**config.mk**
```make
export PLATFORM = sky130hd
export DESIGN_NAME = ram_loader
export DESIGN_NICKNAME = d
export VERILOG_FILES = /design/src/rtl/ram_loader_pkg.sv /design/src/rtl/ram_loader_byte_packer.sv /design/src/rtl/ram_loader.sv
export SDC_FILE = /design/constraint.sdc
export NUM_CORES = 1
export LEC_CHECK = 0
export CAP_MARGIN = 20
export CORE_MARGIN = 1.5
export CORE_UTILIZATION = 49
export DETAILED_ROUTE_END_ITERATION = 8
export MAX_ROUTING_LAYER = met4
export PLACE_DENSITY = 0.79
export REMOVE_ABC_BUFFERS = 1
export SYNTH_ARGS = -nofsm -noshare
export SYNTH_HDL_FRONTEND = slang
export SYNTH_SLANG_ARGS = --single-unit
```
**constraint.sdc**
```tcl
create_clock -name clk -period 2.15 [get_ports clk]
set_input_delay 0.645 -clock clk [delete_from_list [all_inputs] [get_ports clk]]
set_output_delay 0.645 -clock clk [all_outputs]
set_load 0.01 [all_outputs]
```
**src/rtl/ram_loader_pkg.sv**
```systemverilog
// ram_loader shared types: loader FSM state encoding and the
// bytes-per-word helper used to size the byte packer.
package ram_loader_pkg;

  typedef enum logic [1:0] {
    S_IDLE = 2'd0,
    S_LOAD = 2'd1,
    S_DONE = 2'd2
  } state_t;

  function automatic int bytes_per_word(input int width);
    return width / 8;
  endfunction

endpackage

```
**src/rtl/ram_loader_byte_packer.sv**
```systemverilog
// Packs accepted bytes little-endian into a WIDTH-bit word.
// Ports: i_clear restarts at byte 0, i_accept/i_data take one byte,
// o_word_valid/o_word present the completed word in the accept cycle.
module ram_loader_byte_packer
  import ram_loader_pkg::*;
#(
  parameter int WIDTH = 8
) (
  input  logic             clk,
  input  logic             rst_n,
  input  logic             i_clear,
  input  logic             i_accept,
  input  logic [7:0]       i_data,
  output logic             o_word_valid,
  output logic [WIDTH-1:0] o_word
);

  localparam int BYTES = bytes_per_word(WIDTH);
  localparam int IDXW  = (BYTES > 1) ? $clog2(BYTES) : 1;
  localparam logic [IDXW-1:0] LAST = IDXW'(BYTES - 1);

  logic [IDXW-1:0]  r_idx;
  logic [WIDTH-1:0] r_pack;
  logic [WIDTH-1:0] w_word;

  // Current byte merged into the held partial word, so the full
  // word is available in the same cycle its last byte arrives.
  always_comb begin
    w_word = r_pack;
    for (int k = 0; k < BYTES; k++) begin
      if (r_idx == IDXW'(k)) begin
        w_word[8*k +: 8] = i_data;
      end
    end
  end

  assign o_word_valid = i_accept && (r_idx == LAST);
  assign o_word       = w_word;

  always_ff @(posedge clk or negedge rst_n) begin
    if (!rst_n) begin
      r_idx  <= '0;
      r_pack <= '0;
    end else if (i_clear) begin
      r_idx  <= '0;
      r_pack <= '0;
    end else if (i_accept) begin
      r_pack <= w_word;
      r_idx  <= o_word_valid ? '0 : r_idx + 1'b1;
    end
  end

endmodule

```
**src/rtl/ram_loader.sv**
```systemverilog
// Streams bytes into a RAM write port as little-endian WIDTH-bit words
// at consecutive (wrapping) addresses. Ports: start/base_addr/length
// command, s_data/s_valid/s_ready byte stream, busy/done status,
// registered wr_en/wr_addr/wr_data RAM write port.
module ram_loader
  import ram_loader_pkg::*;
#(
  parameter  int WIDTH = 8,
  parameter  int DEPTH = 256,
  localparam int ADDRW = $clog2(DEPTH)
) (
  input  logic             clk,
  input  logic             rst_n,
  input  logic             start,
  input  logic [ADDRW-1:0] base_addr,
  input  logic [ADDRW:0]   length,
  input  logic [7:0]       s_data,
  input  logic             s_valid,
  output logic             s_ready,
  output logic             busy,
  output logic             done,
  output logic             wr_en,
  output logic [ADDRW-1:0] wr_addr,
  output logic [WIDTH-1:0] wr_data
);

  localparam logic [ADDRW:0]   DEPTH_W  = (ADDRW+1)'(DEPTH);
  localparam logic [ADDRW-1:0] ADDR_MAX = ADDRW'(DEPTH - 1);

  state_t           r_state;
  logic [ADDRW-1:0] r_addr;
  logic [ADDRW:0]   r_left;
  logic             r_wr_en;
  logic [ADDRW-1:0] r_wr_addr;
  logic [WIDTH-1:0] r_wr_data;

  logic [ADDRW:0]   w_len_sat;
  logic             w_accept;
  logic             w_clear;
  logic             w_word_valid;
  logic [WIDTH-1:0] w_word;

  assign w_len_sat = (length > DEPTH_W) ? DEPTH_W : length;

  // Handshake and status decode from registered state only.
  assign s_ready  = (r_state == S_LOAD) && (r_left != '0);
  assign busy     = (r_state != S_IDLE);
  assign done     = (r_state == S_DONE);
  assign w_accept = s_valid && s_ready;
  assign w_clear  = (r_state == S_IDLE) && start;

  assign wr_en   = r_wr_en;
  assign wr_addr = r_wr_addr;
  assign wr_data = r_wr_data;

  ram_loader_byte_packer #(
    .WIDTH(WIDTH)
  ) u_packer (
    .clk         (clk),
    .rst_n       (rst_n),
    .i_clear     (w_clear),
    .i_accept    (w_accept),
    .i_data      (s_data),
    .o_word_valid(w_word_valid),
    .o_word      (w_word)
  );

  always_ff @(posedge clk or negedge rst_n) begin
    if (!rst_n) begin
      r_state <= S_IDLE;
      r_addr  <= '0;
      r_left  <= '0;
    end else begin
      unique case (r_state)
        S_IDLE: begin
          if (start) begin
            r_addr  <= base_addr;
            r_left  <= w_len_sat;
            r_state <= (w_len_sat == '0) ? S_DONE : S_LOAD;
          end
        end
        S_LOAD: begin
          if (w_word_valid) begin
            r_addr <= (r_addr == ADDR_MAX) ? '0 : r_addr + 1'b1;
            r_left <= r_left - 1'b1;
            if (r_left == (ADDRW+1)'(1)) begin
              r_state <= S_DONE;
            end
          end
        end
        S_DONE:  r_state <= S_IDLE;
        default: r_state <= S_IDLE;
      endcase
    end
  end

  // Write port registers hold their contents between strobes.
  always_ff @(posedge clk or negedge rst_n) begin
    if (!rst_n) begin
      r_wr_en   <= 1'b0;
      r_wr_addr <= '0;
      r_wr_data <= '0;
    end else begin
      r_wr_en <= w_word_valid;
      if (w_word_valid) begin
        r_wr_addr <= r_addr;
        r_wr_data <= w_word;
      end
    end
  end

endmodule

```
Yosys cells after proc, flatten, opt, wreduce, memory -nomap -nowiden. Index checks and enable logic that the tools add are counted.

Flip-flop bits (word level): 45. Bits of input ports: 29. Output and inout port bits: 20.

Add/sub/neg operators: 3. Order comparisons: 1. Eq/ne operators: 7. Mux-type cells: 19. Bitwise gates (word level): 1. Reductions and logical operators: 12.

Operators by type and width (count): 8-bit 2-to-1 mux (6); 9-bit 2-to-1 mux (3); 9-bit one-hot mux with 2 select lines (1); 8-bit one-hot mux with 2 select lines (1); 9-bit by 1-bit equality test with 1-bit output (second input constant) (1); 9-bit > comparator (second input constant) (1); 9-bit logical NOT (1); 9-bit nonzero test (1); 9-bit by 1-bit subtractor with 9-bit output (second input constant) (1); 8-bit by 1-bit adder with 8-bit output (second input constant) (1); 8-bit equality test (second input constant) (1); 2-bit 2-to-1 mux (4); 3-bit AND reduction (2); 2-bit nonzero test (3); 1-bit logical AND (4); 2-bit by 1-bit != test with 1-bit output (second input constant) (2); 2-bit one-hot mux with 2 select lines (1); 1-bit 2-to-1 mux (3); 2-bit by 1-bit equality test with 1-bit output (second input constant) (1); 2-bit equality test (second input constant) (1); 2-bit logical NOT (1); 2-bit != test (second input constant) (1); 1-bit adder (second input constant) (1); 1-bit NOT (1).

Depth between registers and ports, before layout.
Depth after elaboration: 7. Gate-level depth with buffers: 7. Mapped depth without buffers: 6.

Modules after synthesis. A second synthesis with hierarchy kept.

Cell total of the unflattened synthesis: 233. Area total of the unflattened synthesis: 2491.1 sq um.

By module, submodules not included: ram_loader (instances 1, cells each 187, area an instance 1926.8 sq um, seq. area each 900.9 sq um); ram_loader_byte_packer (instances 1, cells each 46, area an instance 564.3 sq um, seq. area each 225.2 sq um).

Worst setup path after synthesis. Ideal clock, no wire load.

Kind: flip-flop to output port. From: register r_state[1]. To: output s_ready. Data arrival time: 1118 ps. Setup slack: 387 ps. Cell stages (with the launch flop): 4. Path through: dfrtp_1 > nand2b_1 > clkbuf_1 > a31oi_1.

Cells in the longest elaborated chain, start to end: 2.

RTL lines: start: declaration (RTL line ram_loader.sv:30) `state_t r_state;`; start signal: assignment (RTL line ram_loader.sv:79) `r_state <= (w_len_sat == '0) ? S_DONE : S_LOAD;`; 2-bit by 1-bit equality test with 1-bit output (RTL line ram_loader.sv:46) `assign s_ready = (r_state == S_LOAD) && (r_left != '0);`; 1-bit logical AND (RTL line ram_loader.sv:46); end: declaration (RTL line ram_loader.sv:19) `output logic s_ready,`.

Every way passes these cells.

Worst setup path after layout.
From: register r_state[1]. To: output done.

Cells in the longest elaborated chain, start to end: 1.

RTL lines: 2-bit equality test (RTL line ram_loader.sv:48) `assign done = (r_state == S_DONE);`; end: declaration (RTL line ram_loader.sv:21) `output logic done,`.

Every way passes these cells.

==> results.json <==
{
  "drive_above_1_share": 0.162,
  "tightest_slew_ns": 0.510,
  "max_cap_violations": 0,
  "layout.nets": 324,
  "dieArea_um2": 4450,
  "reg2reg_depth": 7,
  "dpl.hpwl_um": 3670,
  "post_drt_via_cell_ratio": 5.69,
  "intPower_mw": 1.78,
  "finalSetupViolations": 0,
  "hold_violations": 0,
  "firstDrtPassIters": 5,
  "p_clk_frac": 0.180,
  "initial_core_util": 0.528,
  "vias": 1930,
  "p_comb_frac": 0.410,
  "grt_overflow": 0,
  "fp.dieW_um": 66.7,
  "post_drt_wl_per_cell_um": 15.1,
  "gr-usage-all-layers": 0.266,
  "crit_chain": "buf_4 > nor2b_1 > clkdlybuf4s50_1",
  "io_buffer_count": 48,
  "cpPeakStageDelay_ns": 0.53,
  "antenna_left": 0,
  "fin_skew_ns": 0.00441,
  "fin_area_um2": 2770,
  "crit_path_start": "r_state[1]",
  "io_pins": 49,
  "cts_sinks": 37,
  "path_clk_slew_ns": 0.07,
  "post-route-period-util": 0.961,
  "clockRootBuffer": "clkbuf_8",
  "synthTopCellsByArea": "dfrtp_1, nand2_1, a21oi_1",
  "cts_hold_buffers": 0,
  "cp.arrival_ns": 1.42,
  "worstHoldPathType": "in -> async",
  "antenna_cells": 0,
  "crit_fanout": 5,
  "netSwitchingPower_mw": 0.972,
  "synth.largest_area_cell": "dfrtp_1",
  "synth.most_common_cell": "nand2_1",
  "synth_seq_cells": 37,
  "die_h_um": 66.7,
  "cts_tree": "yes",
  "synth_top_area_share": 0.465,
  "worstSetupPathType": "reg -> out",
  "critical_path.top_delay_family": "buffers and inverters",
  "seqPwrFrac": 0.410,
  "drt_iter0_drc": 228,
  "ys_types": 41,
  "crit_required_ns": 1.50,
  "vdd.ir_drop.worst_mv": 0.674,
  "clock_latency_ns": 0.29,
  "areaGrowthSynthToFinish_pct": 39.2,
  "report.final.slew_viol_count": 0,
  "syn_inst": 220,
  "grt_pass1_vias": 1896,
  "fin_util": 0.735,
  "max_freq_mhz": 484,
  "netlist_area_um2": 1990,
  "grt_start_max_net_pins": 38,
  "grt_pass1_wl_um": 8690,
  "max_slew_margin": 0.657,
  "critPathLaunchType": "register",
  "async_reset_ff_frac": 1.00,
  "rsz0062_at_grt": "false",
  "swShare": 0.353,
  "end_kind": "output pin",
  "htree_levels": 2,
  "cts_made_buffers": 5,
  "coreArea_um2": 3770,
  "cts_buffer_depth": 2,
  "p_leak_nw": 1.24,
  "core.rowCount": 22,
  "antenna_found_initial": 0,
  "drt_wl_total_um": 5130,
  "status": "finished clean",
  "synthFlopType": "dfrtp_1",
  "place_congestion": 0.926,
  "synth_edf_count": 0,
  "cp_slowest_cell": "clkdlybuf4s50_1",
  "ys_seq_area_frac": 0.465,
  "crit_cells": 3,
  "synth_common_cells": "nand2_1, dfrtp_1, a21oi_1",
  "critPathBufInv": 2,
  "period_needed_ns": 2.07,
  "avgSynthCellArea_um2": 9.05,
  "ys_warn_count": 0,
  "place_area_um2": 2680,
  "drc_errors": 0,
  "nFillCells": 289,
  "r2r-start": "r_left[1]",
  "powerDensity_nw_per_um2": 992
}
## state kept, by name (all words and copies together) (netlist names)
signal          cells
wr_data             8
r_state             2
r_left              9
u_packer.r_idx      1
wr_addr             8
wr_en               1
r_addr              8
## logic make-up after synthesis
logic type	share of synthesized area
buffers and inverters	0.0541
flip-flops	0.465
AND/OR/NAND/NOR	0.238
adder cells (fa/ha/maj)	0.0251
multiplexers	0.0113
AO/OA/AOI/OAI	0.206
## layer usage
| layer | wire [um] | track usage |
|---|---|---|
| met2 | 2430 | 0.418 |
| met1 | 2320 | 0.355 |
| met5 | 0 | - |
| met4 | 65 | 0.0893 |
| met3 | 317 | 0.0405 |
## layout by cell type (no fill, tap or decap), types with 2 or more instances in the layout
cell / count
a21oi_1: 18
nand2_1: 56
inv_1: 9
nor4_1: 3
o22ai_1: 6
dfrtp_1: 37
a31oi_1: 7
o21ai_0: 8
o2bb2ai_1: 7
nor3_1: 8
clkdlybuf4s50_1: 45
or3_1: 2
buf_4: 25
a311oi_1: 3
mux2_2: 2
nor2b_1: 2
buf_12: 2
nand3_1: 5
a22oi_1: 4
clkbuf_8: 6
ha_1: 4
nor2_1: 5
o22a_1: 2
and2_1: 2
nand2b_1: 2
## final timing paths
path	to	slack [ns]
setup / recovery	done	0.08
hold / removal	wr_data[0]	0.40
setup reg to reg	r_left[8]	0.30
hold reg to reg	wr_data[6]	0.48
max in group asynchronous	wr_addr[1]	1.41
min in group clk	wr_data[6]	0.48
## through the flow
| step | setup slack [ns] | hold WS [ns] | std cells | power [mW] | TNS, ns |
|---|---|---|---|---|---|
| after global routing | 0.0240 | 0.452 | 339 | 2.93 | 0 |
| after CTS | 0.00292 | 0.412 | 338 | 2.74 | 0 |
| after detailed placement | -0.0814 | 0.463 | 331 | 2.24 | -0.727 |
| after global placement | -0.0485 | 0.457 | 331 | 2.21 | -0.386 |
| after floorplan | 0.185 | 0.349 | 209 | 1.70 | 0 |
| final | 0.0845 | 0.396 | 339 | 2.75 | 0 |
## power by group through the flow
stage               Sequential (mW)  Combinational (mW)  Clock, mW
CTS                            1.12                1.11      0.500
global route                   1.15                1.25      0.528
detailed placement             1.14                1.10          0
global placement               1.12                1.08          0
floorplan                      1.16               0.537          0
finish                         1.13                1.13      0.494
## cell type report
cell class,count,area (um2),area share
clock buffer,7,86.3,0.0312
inverter,10,42.5,0.0153
sequential,37,926,0.334
multi-input combinational,162,960,0.346
tap,48,60.1,0.0217
timing repair buffer,75,697,0.251
## repair_timing
| item | 4_1_cts | 5_1_grt |
|---|---|---|
| buffers inserted | 0 | 1 |
| endpoints found under the setup margin | 2 | 1 |
| pin swaps | 0 | 2 |
| gates resized for setup | 3 | 2 |
No activity file was read; power rests on OpenSTA's default activity.
